## src/rtl/divider16bits_restoring_pkg.sv

```systemverilog
// Shared constants and state encoding for the 16/8 restoring divider.
//   DIVIDEND_W / DIVISOR_W : operand widths
//   ITER_COUNT             : restoring steps per division (one per dividend bit)
//   CNT_W                  : iteration counter width
//   PREM_W                 : partial remainder width (one guard bit above the divisor)
package divider16bits_restoring_pkg;

  localparam int unsigned DIVIDEND_W = 16;
  localparam int unsigned DIVISOR_W  = 8;
  localparam int unsigned ITER_COUNT = 16;
  localparam int unsigned CNT_W      = 5;
  localparam int unsigned PREM_W     = DIVISOR_W + 1;

  typedef enum logic [1:0] {
    IDLE = 2'd0,
    CALC = 2'd1,
    DONE = 2'd2
  } state_e;

endpackage

```

## src/rtl/divider_step.sv

```systemverilog
// One combinational restoring-division step.
//   prem_in  : current 9-bit partial remainder
//   dvd_bit  : next dividend bit, MSB first
//   divisor  : unsigned divisor
//   prem_out : partial remainder after the trial subtraction (restored if negative)
//   q_bit    : quotient bit produced by this step
module divider_step
  import divider16bits_restoring_pkg::*;
(
  input  logic [PREM_W-1:0]    prem_in,
  input  logic                 dvd_bit,
  input  logic [DIVISOR_W-1:0] divisor,
  output logic [PREM_W-1:0]    prem_out,
  output logic                 q_bit
);

  logic [PREM_W-1:0] shifted;
  logic [PREM_W-1:0] dvs_ext;
  // The incoming remainder is always < divisor, so its top bit is never set.
  logic              unused_prem_msb;

  assign unused_prem_msb = prem_in[PREM_W-1];

  always_comb begin
    shifted  = {prem_in[DIVISOR_W-1:0], dvd_bit};
    dvs_ext  = {1'b0, divisor};
    q_bit    = (shifted >= dvs_ext);
    prem_out = q_bit ? (shifted - dvs_ext) : shifted;
  end

endmodule

```

## src/rtl/divider16bits_restoring.sv

```systemverilog
// Sequential 16-bit by 8-bit unsigned restoring divider, one quotient bit per clock.
//   CLK       : clock, rising edge
//   RESET     : synchronous active-high reset
//   S         : start request (level); a new start needs S low for one edge in DONE
//   dividend  : 16-bit numerator, captured on the start edge
//   divisor   : 8-bit denominator, captured on the start edge
//   quotient  : registered quotient, held in IDLE
//   remainder : registered remainder, held in IDLE
//   PRONTO    : result valid (DONE)
//   DIVZERO   : result came from a zero divisor
module divider16bits_restoring
  import divider16bits_restoring_pkg::*;
(
  input  logic                  CLK,
  input  logic                  RESET,
  input  logic                  S,
  input  logic [DIVIDEND_W-1:0] dividend,
  input  logic [DIVISOR_W-1:0]  divisor,
  output logic [DIVIDEND_W-1:0] quotient,
  output logic [DIVISOR_W-1:0]  remainder,
  output logic                  PRONTO,
  output logic                  DIVZERO
);

  localparam logic [CNT_W-1:0] LastIter = CNT_W'(ITER_COUNT - 1);

  state_e                state_q, state_d;
  logic [CNT_W-1:0]      cnt_q, cnt_d;
  logic [PREM_W-1:0]     prem_q, prem_d;
  // Dividend bits shift out of the top while quotient bits shift in at the bottom.
  logic [DIVIDEND_W-1:0] shreg_q, shreg_d;
  logic [DIVISOR_W-1:0]  dvs_q, dvs_d;
  logic [DIVIDEND_W-1:0] quot_q, quot_d;
  logic [DIVISOR_W-1:0]  rem_q, rem_d;
  logic                  pronto_q, pronto_d;
  logic                  divzero_q, divzero_d;

  logic [PREM_W-1:0]     prem_next;
  logic                  q_bit;

  divider_step u_step (
    .prem_in  (prem_q),
    .dvd_bit  (shreg_q[DIVIDEND_W-1]),
    .divisor  (dvs_q),
    .prem_out (prem_next),
    .q_bit    (q_bit)
  );

  always_comb begin
    state_d   = state_q;
    cnt_d     = cnt_q;
    prem_d    = prem_q;
    shreg_d   = shreg_q;
    dvs_d     = dvs_q;
    quot_d    = quot_q;
    rem_d     = rem_q;
    pronto_d  = pronto_q;
    divzero_d = divzero_q;

    unique case (state_q)
      IDLE: begin
        if (S) begin
          if (divisor == '0) begin
            state_d   = DONE;
            quot_d    = '1;
            rem_d     = '0;
            pronto_d  = 1'b1;
            divzero_d = 1'b1;
          end else begin
            state_d = CALC;
            shreg_d = dividend;
            dvs_d   = divisor;
            prem_d  = '0;
            cnt_d   = '0;
          end
        end
      end

      CALC: begin
        prem_d  = prem_next;
        shreg_d = {shreg_q[DIVIDEND_W-2:0], q_bit};
        cnt_d   = cnt_q + CNT_W'(1);
        if (cnt_q == LastIter) begin
          state_d   = DONE;
          quot_d    = {shreg_q[DIVIDEND_W-2:0], q_bit};
          rem_d     = prem_next[DIVISOR_W-1:0];
          pronto_d  = 1'b1;
          divzero_d = 1'b0;
        end
      end

      DONE: begin
        // Holding S high keeps the result; only a low S returns to IDLE.
        if (!S) begin
          state_d   = IDLE;
          pronto_d  = 1'b0;
          divzero_d = 1'b0;
        end
      end

      default: state_d = IDLE;
    endcase
  end

  always_ff @(posedge CLK) begin
    if (RESET) begin
      state_q   <= IDLE;
      cnt_q     <= '0;
      prem_q    <= '0;
      shreg_q   <= '0;
      dvs_q     <= '0;
      quot_q    <= '0;
      rem_q     <= '0;
      pronto_q  <= 1'b0;
      divzero_q <= 1'b0;
    end else begin
      state_q   <= state_d;
      cnt_q     <= cnt_d;
      prem_q    <= prem_d;
      shreg_q   <= shreg_d;
      dvs_q     <= dvs_d;
      quot_q    <= quot_d;
      rem_q     <= rem_d;
      pronto_q  <= pronto_d;
      divzero_q <= divzero_d;
    end
  end

  assign quotient  = quot_q;
  assign remainder = rem_q;
  assign PRONTO    = pronto_q;
  assign DIVZERO   = divzero_q;

endmodule

```

## config.mk

```make
export PLATFORM = sky130hd
export DESIGN_NAME = divider16bits_restoring
export DESIGN_NICKNAME = d
export VERILOG_FILES = /design/src/rtl/divider16bits_restoring_pkg.sv /design/src/rtl/divider_step.sv /design/src/rtl/divider16bits_restoring.sv
export SDC_FILE = /design/constraint.sdc
export NUM_CORES = 1
export LEC_CHECK = 0
export ABC_CLOCK_PERIOD_IN_PS = 2500
export BUFFER_PORTS_ARGS = -buffer_cell sky130_fd_sc_hd__buf_2
export CORE_MARGIN = 10
export CORE_UTILIZATION = 55
export DETAILED_ROUTE_END_ITERATION = 10
export PLACE_DENSITY = 0.78
export SLEW_MARGIN = 20
export SYNTH_ARGS = -nofsm -noshare
export SYNTH_HDL_FRONTEND = slang
export SYNTH_SLANG_ARGS = --single-unit
```

## constraint.sdc

```tcl
create_clock -name CLK -period 2.5 [get_ports CLK]
set_input_delay 0 -clock CLK [delete_from_list [all_inputs] [get_ports CLK]]
set_output_delay 0 -clock CLK [all_outputs]
set_load 0.02 [all_outputs]
```

**Word-level counts from Yosys, hierarchy flattened**

Cells that the tools add are included.

- Register bits: 65
- Latch bits: 0
- Memory bits (writable): 0
- Memory bits (read-only): 0
- Input bits: 27
- Output and inout bits: 26
- Logic and storage cells: 60
- Memories: 0

- Add/sub/neg operators: 2
- Multiply operators: 0
- Divide/modulo/power cells: 0
- $lt $le $gt $ge: 1
- Eq/ne operators: 8
- Shift-type cells: 0
- Multiplexer cells: 30
- Bitwise logic cells: 1
- Reductions and logical operators: 9

Operators by type and width:

| kind | number |
|---|---|
| $mux 16 | 5 |
| $pmux 16 s2 | 2 |
| $mux 8 | 6 |
| $pmux 8 s2 | 2 |
| $mux 5 | 2 |
| $ne 2x2->1 const B | 5 |
| $pmux 5 s2 | 1 |
| $ge 9x8->1 | 1 |
| $reduce_and 3->1 | 3 |
| $logic_not 8->1 | 1 |
| $mux 2 | 4 |
| $sub 8x8->8 | 1 |
| $pmux 1 s3 | 2 |
| $pmux 2 s3 | 1 |
| $add 5x1->5 const B | 1 |
| $eq 5x4->1 const B | 1 |
| $mux 1 | 5 |
| $reduce_and 5->1 | 1 |
| $reduce_and 4->1 | 1 |
| $reduce_bool 3->1 | 1 |
| $eq 2x1->1 const B | 1 |
| $eq 2x2->1 const B | 1 |
| $logic_not 2->1 | 1 |
| $reduce_bool 2->1 | 1 |
| $not 1->1 | 1 |

**Depth between registers and ports, before layout**

- Depth after elaboration: 4
- Gate-level depth with buffers: 10
- Mapped depth without buffers: 8

**By module**

From an unflattened synthesis, not the netlist that was laid out.

- Cell total of the unflattened synthesis: 441
- Area total of the unflattened synthesis: 3849.9 um2

Modules (own cells, without submodules):

| module | instances | cells each | area each (um2) | sequential area each (um2) |
|---|---|---|---|---|
| divider16bits_restoring | 1 | 365 | 3303.2 | 1321.3 |
| divider_step | 1 | 76 | 546.8 | 0.0 |

**Least setup slack after synthesis**

OpenSTA, ideal clock, no wires.

- Path type: flip-flop to flip-flop
- From: register dvs_q[5]
- To: register prem_q[6]
- Setup time: 117 ps
- Arrival: 1848 ps
- Required time: 2383 ps
- Slack: 535 ps
- Stages on the path, launching flop included: 9
- Buffers on the path: 1
- Period minus slack after synthesis: 1965 ps
- Path through: dfxtp_1 -> inv_1 -> ha_1 -> and4_1 -> and2_1 -> a221o_1 -> buf_6 -> mux2i_1 -> a22o_1

- Word-level cells in the longest chain between the ends: 3
- Elaborated cells on any way between the ends: 4
- Classes of those cells: add/sub: 1; order compare: 1; mux: 2

RTL lines:

| what | line | RTL |
|---|---|---|
| from (decl) | divider16bits_restoring.sv:32 | `logic [DIVISOR_W-1:0] dvs_q, dvs_d;` |
| from (signal assigned) | divider16bits_restoring.sv:121 | `dvs_q <= dvs_d;` |
| $sub 8x8->8 / $ge 9x8->1 (equally long branches) | divider_step.sv:28, divider_step.sv:27 |  |
| $mux 8 * | divider_step.sv:28 | `prem_out = q_bit ? (shifted - dvs_ext) : shifted;` |
| $pmux 8 s2 * | divider16bits_restoring.sv:60 | `unique case (state_q)` |
| to (signal assigned) | divider16bits_restoring.sv:119 | `prem_q <= prem_d;` |
| to (decl) | divider16bits_restoring.sv:29 | `logic [PREM_W-1:0] prem_q, prem_d;` |

Mark *: on every way between the ends. The rest lies on a longest branch, timed or not.
A chain may end at the register's enable or synchronous reset.

**Worst setup path in the final report**

- From: register state_q[1]
- To: register dvs_q[1]

- Word-level cells in the longest chain between the ends: 2

RTL lines:

| what | line | RTL |
|---|---|---|
| from (decl) | divider16bits_restoring.sv:27 | `state_e state_q, state_d;` |
| from (signal assigned) | divider16bits_restoring.sv:117 | `state_q <= state_d;` |
| $logic_not 2->1 | divider16bits_restoring.sv:60 |  |
| $reduce_and 3->1 (no line) | - |  |

Every way passes these cells.

==> metrics.yaml <==
status:
  outcome: "complete, no violations"
place:
  io_buffers: 52
  post-dp-hpwl_mm: 5.62
  gp_congestion: 0.995
  place_area_um2: 3560
die:
  die-height_um: 97.2
  start_util: 0.561
  die_x_um: 97.2
  die_area_um2: 9450
  core_um2: 5850
  row_count: 28
  top_level_ports: 53
sta:
  slew_viol_final: 0
  final_hold_viol_count: 0
  relSlewSlack: 0.613
  timing.final.crit_period_ns: 2.29
  worstMarginPinSlew_ns: 0.577
  finalCritPeriodShare: 0.916
  setup_viol_count_final: 0
  fin_skew_ns: 0.00502
  final.setup.tns_ns: 0
  grt_setup_unrepaired: "false"
  fmax_ghz: 0.437
finish:
  antenna-diode-count: 0
  fill_cells: 461
  layout_common_cells: "dfxtp_1 (65), nor2_1 (53), buf_2 (52)"
  area_growth_pct: 21.4
  drive_gt1_frac: 0.179
  layout.cells.most_common: "dfxtp_1"
  final_cell_area_um2: 3980
  fin_nets: 482
critical_path:
  path_max_fanout: 11
  cp.arrival_ns: 2.52
  criticalPathCategory: "flop to flop"
  cp-end-kind: "flop"
  crit_required_ns: 2.73
  start_kind: "flop"
global_route:
  grt.overflow.total: 0
  antenna_found_initial: 0
  grt_max_degree: 43
  grt_pass1_wl_mm: 13.8
  grt_pass1_vias: 2917
  grt_util_all_layers: 0.170
clock_network:
  cts_root_buf: "clkbuf_8"
  cts_tree: "yes"
  cts_setup_buffers: 0
  clk_pin_slew_ns: 0.07
  cts_buffers: 9
  cts_sinks: 65
  cts_buffer_depth: 2
  htreeDepth: 3
  clk_latency_ns: 0.34
yosys:
  yosysSeqAreaShare: 0.397
  synth_edf_count: 0
  yosys.area_share.simple: 0.180
  netlist_top_cells_area: "dfxtp_1 (40%), mux2i_1 (9.5%), nor2_1 (6.1%), ha_1 (5.0%), a311oi_1 (4.0%)"
  ys_ff_latch: 65
  syn-cell-area_um2: 3280
  synth-main-ff-cell: "dfxtp_1"
  muxShareOfSynthArea: 0.0946
  synthAdderAreaFrac: 0.0557
  yosysTopAreaCell: "dfxtp_1"
  synth_top_area_frac: 0.397
  synth-xor-area-share: 0.00801
  ys_warn_count: 0
  synth_area_per_cell_um2: 8.75
  synth_top_family_by_area: "compound AO/OA/AOI/OAI gates"
  async_reset_ff_frac: 0
  synth_cells: 375
  synth_compound_area_frac: 0.192
  syn_nets: 416
  synth.distinct_cells: 50
pwr:
  leakagePower_nw: 1.67
  irDropWorstVdd_mv: 0.478
  p_per_area_nw_per_um2: 951
  power_mw: 3.78
detailed_routing:
  drt_iter0_markers: 146
  viasPerCell: 5.56
  drcViolationCount: 0
  drt_first_pass_iters: 4
  route.vias.total: 2896
  drt_wl_total_mm: 8.17
  wl_per_cell_um: 15.7
  ant_nets: 0
run:
  max_cap_viol_count: 0
worst_hold_path:
  hp-class: "input port to flop"
-- report_power, final --
part           internal (mW)  switching, mW
logic                  0.629          0.888
registers               1.19          0.113
clock network          0.560          0.408
total                   2.37           1.41
-- cells in the mapped netlist (all sizes together), types with 2 or more instances --
cell type / n
nand3b: 3
a311oi: 15
nand4: 2
o21ai: 14
or3: 4
nor2: 53
inv: 34
dfxtp: 65
xor2: 2
mux2i: 31
clkbuf: 10
a21o: 2
nor4: 2
o211ai: 2
or2: 3
nand2: 23
o32ai: 2
and2: 7
a211oi: 17
nand3: 5
o31ai: 2
nor3b: 2
a22o: 6
a221oi: 2
a21oi: 13
buf: 13
o22ai: 2
nor2b: 4
nand2b: 5
ha: 13
-- critical path: stages (launching register included) --
cell and delay [ns]:
dfxtp_1 0.31, inv_1 0.10, ha_2 0.29, nand2_1 0.09, a21oi_1 0.29, buf_4 0.26, mux2i_1 0.22, nor2_1 0.06
dlygate4sd3_1 0.56
-- per-stage QoR --
step | cells | hold WS (ns) | utilization | worst slack (ns)
after detailed placement | 485 | 0.297 | 0.609 | 0.245
after global routing | 521 | 0.0185 | 0.680 | 0.0275
after global placement | 485 | 0.287 | 0.609 | 0.281
after CTS | 521 | 0.00287 | 0.680 | 0.164
final | 521 | 0.00246 | 0.680 | 0.209
after floorplan | 375 | 0.147 | - | 0.535
-- metal layers --
metal  up-vias  GRT usage  wire length (µm)
met5         -          0                 0
met4         0     0.0895               200
met3        21     0.0405               386
met2        70      0.278              3780
met1      1348      0.202              3800
li1       1457          -                 -
-- registers in the layout, summed over array words and instances (netlist names) --
name       count
DIVZERO        1
PRONTO         1
cnt_q          5
dvs_q          8
prem_q         8
quotient      16
remainder      8
shreg_q       16
state_q        2
-- layout make-up --
cell class                      instances  area, µm²  share of cell area
Sequential cell                        65       1300               0.327
Inverter                               34        128              0.0321
Multi-Input combinational cell        253       1740               0.437
Clock buffer                           11        131              0.0330
Timing Repair Buffer                   78        505               0.127
Clock inverter                          5       80.1              0.0201
Tap cell                               75       93.8              0.0236
-- logic make-up after synthesis --
group                      after synthesis
AOI/OAI and AO/OA                       87
muxes                                   31
and+or+nand+nor                        118
adders and majority gates               14
DFF                                     65
xor gates and xnor gates                 3
buffers and inverters                   57
-- final timing paths --
kind                 to  slack (ns)         from  cells past startpoint
max            dvs_q[1]        0.21   state_q[1]                      8
min          shreg_q[7]       0.002  dividend[7]                      3
max reg2reg    dvs_q[1]        0.21   state_q[1]                      8
min reg2reg   prem_q[7]        0.46    prem_q[7]                      2
-- what timing repair did --
item,in CTS,in global routing
hold endpoints to repair,15,0
hold buffers,20,0
gates resized for setup,0,2
endpoints found under the setup margin,0,7
Note: power is estimated with default switching activity, not from simulation.
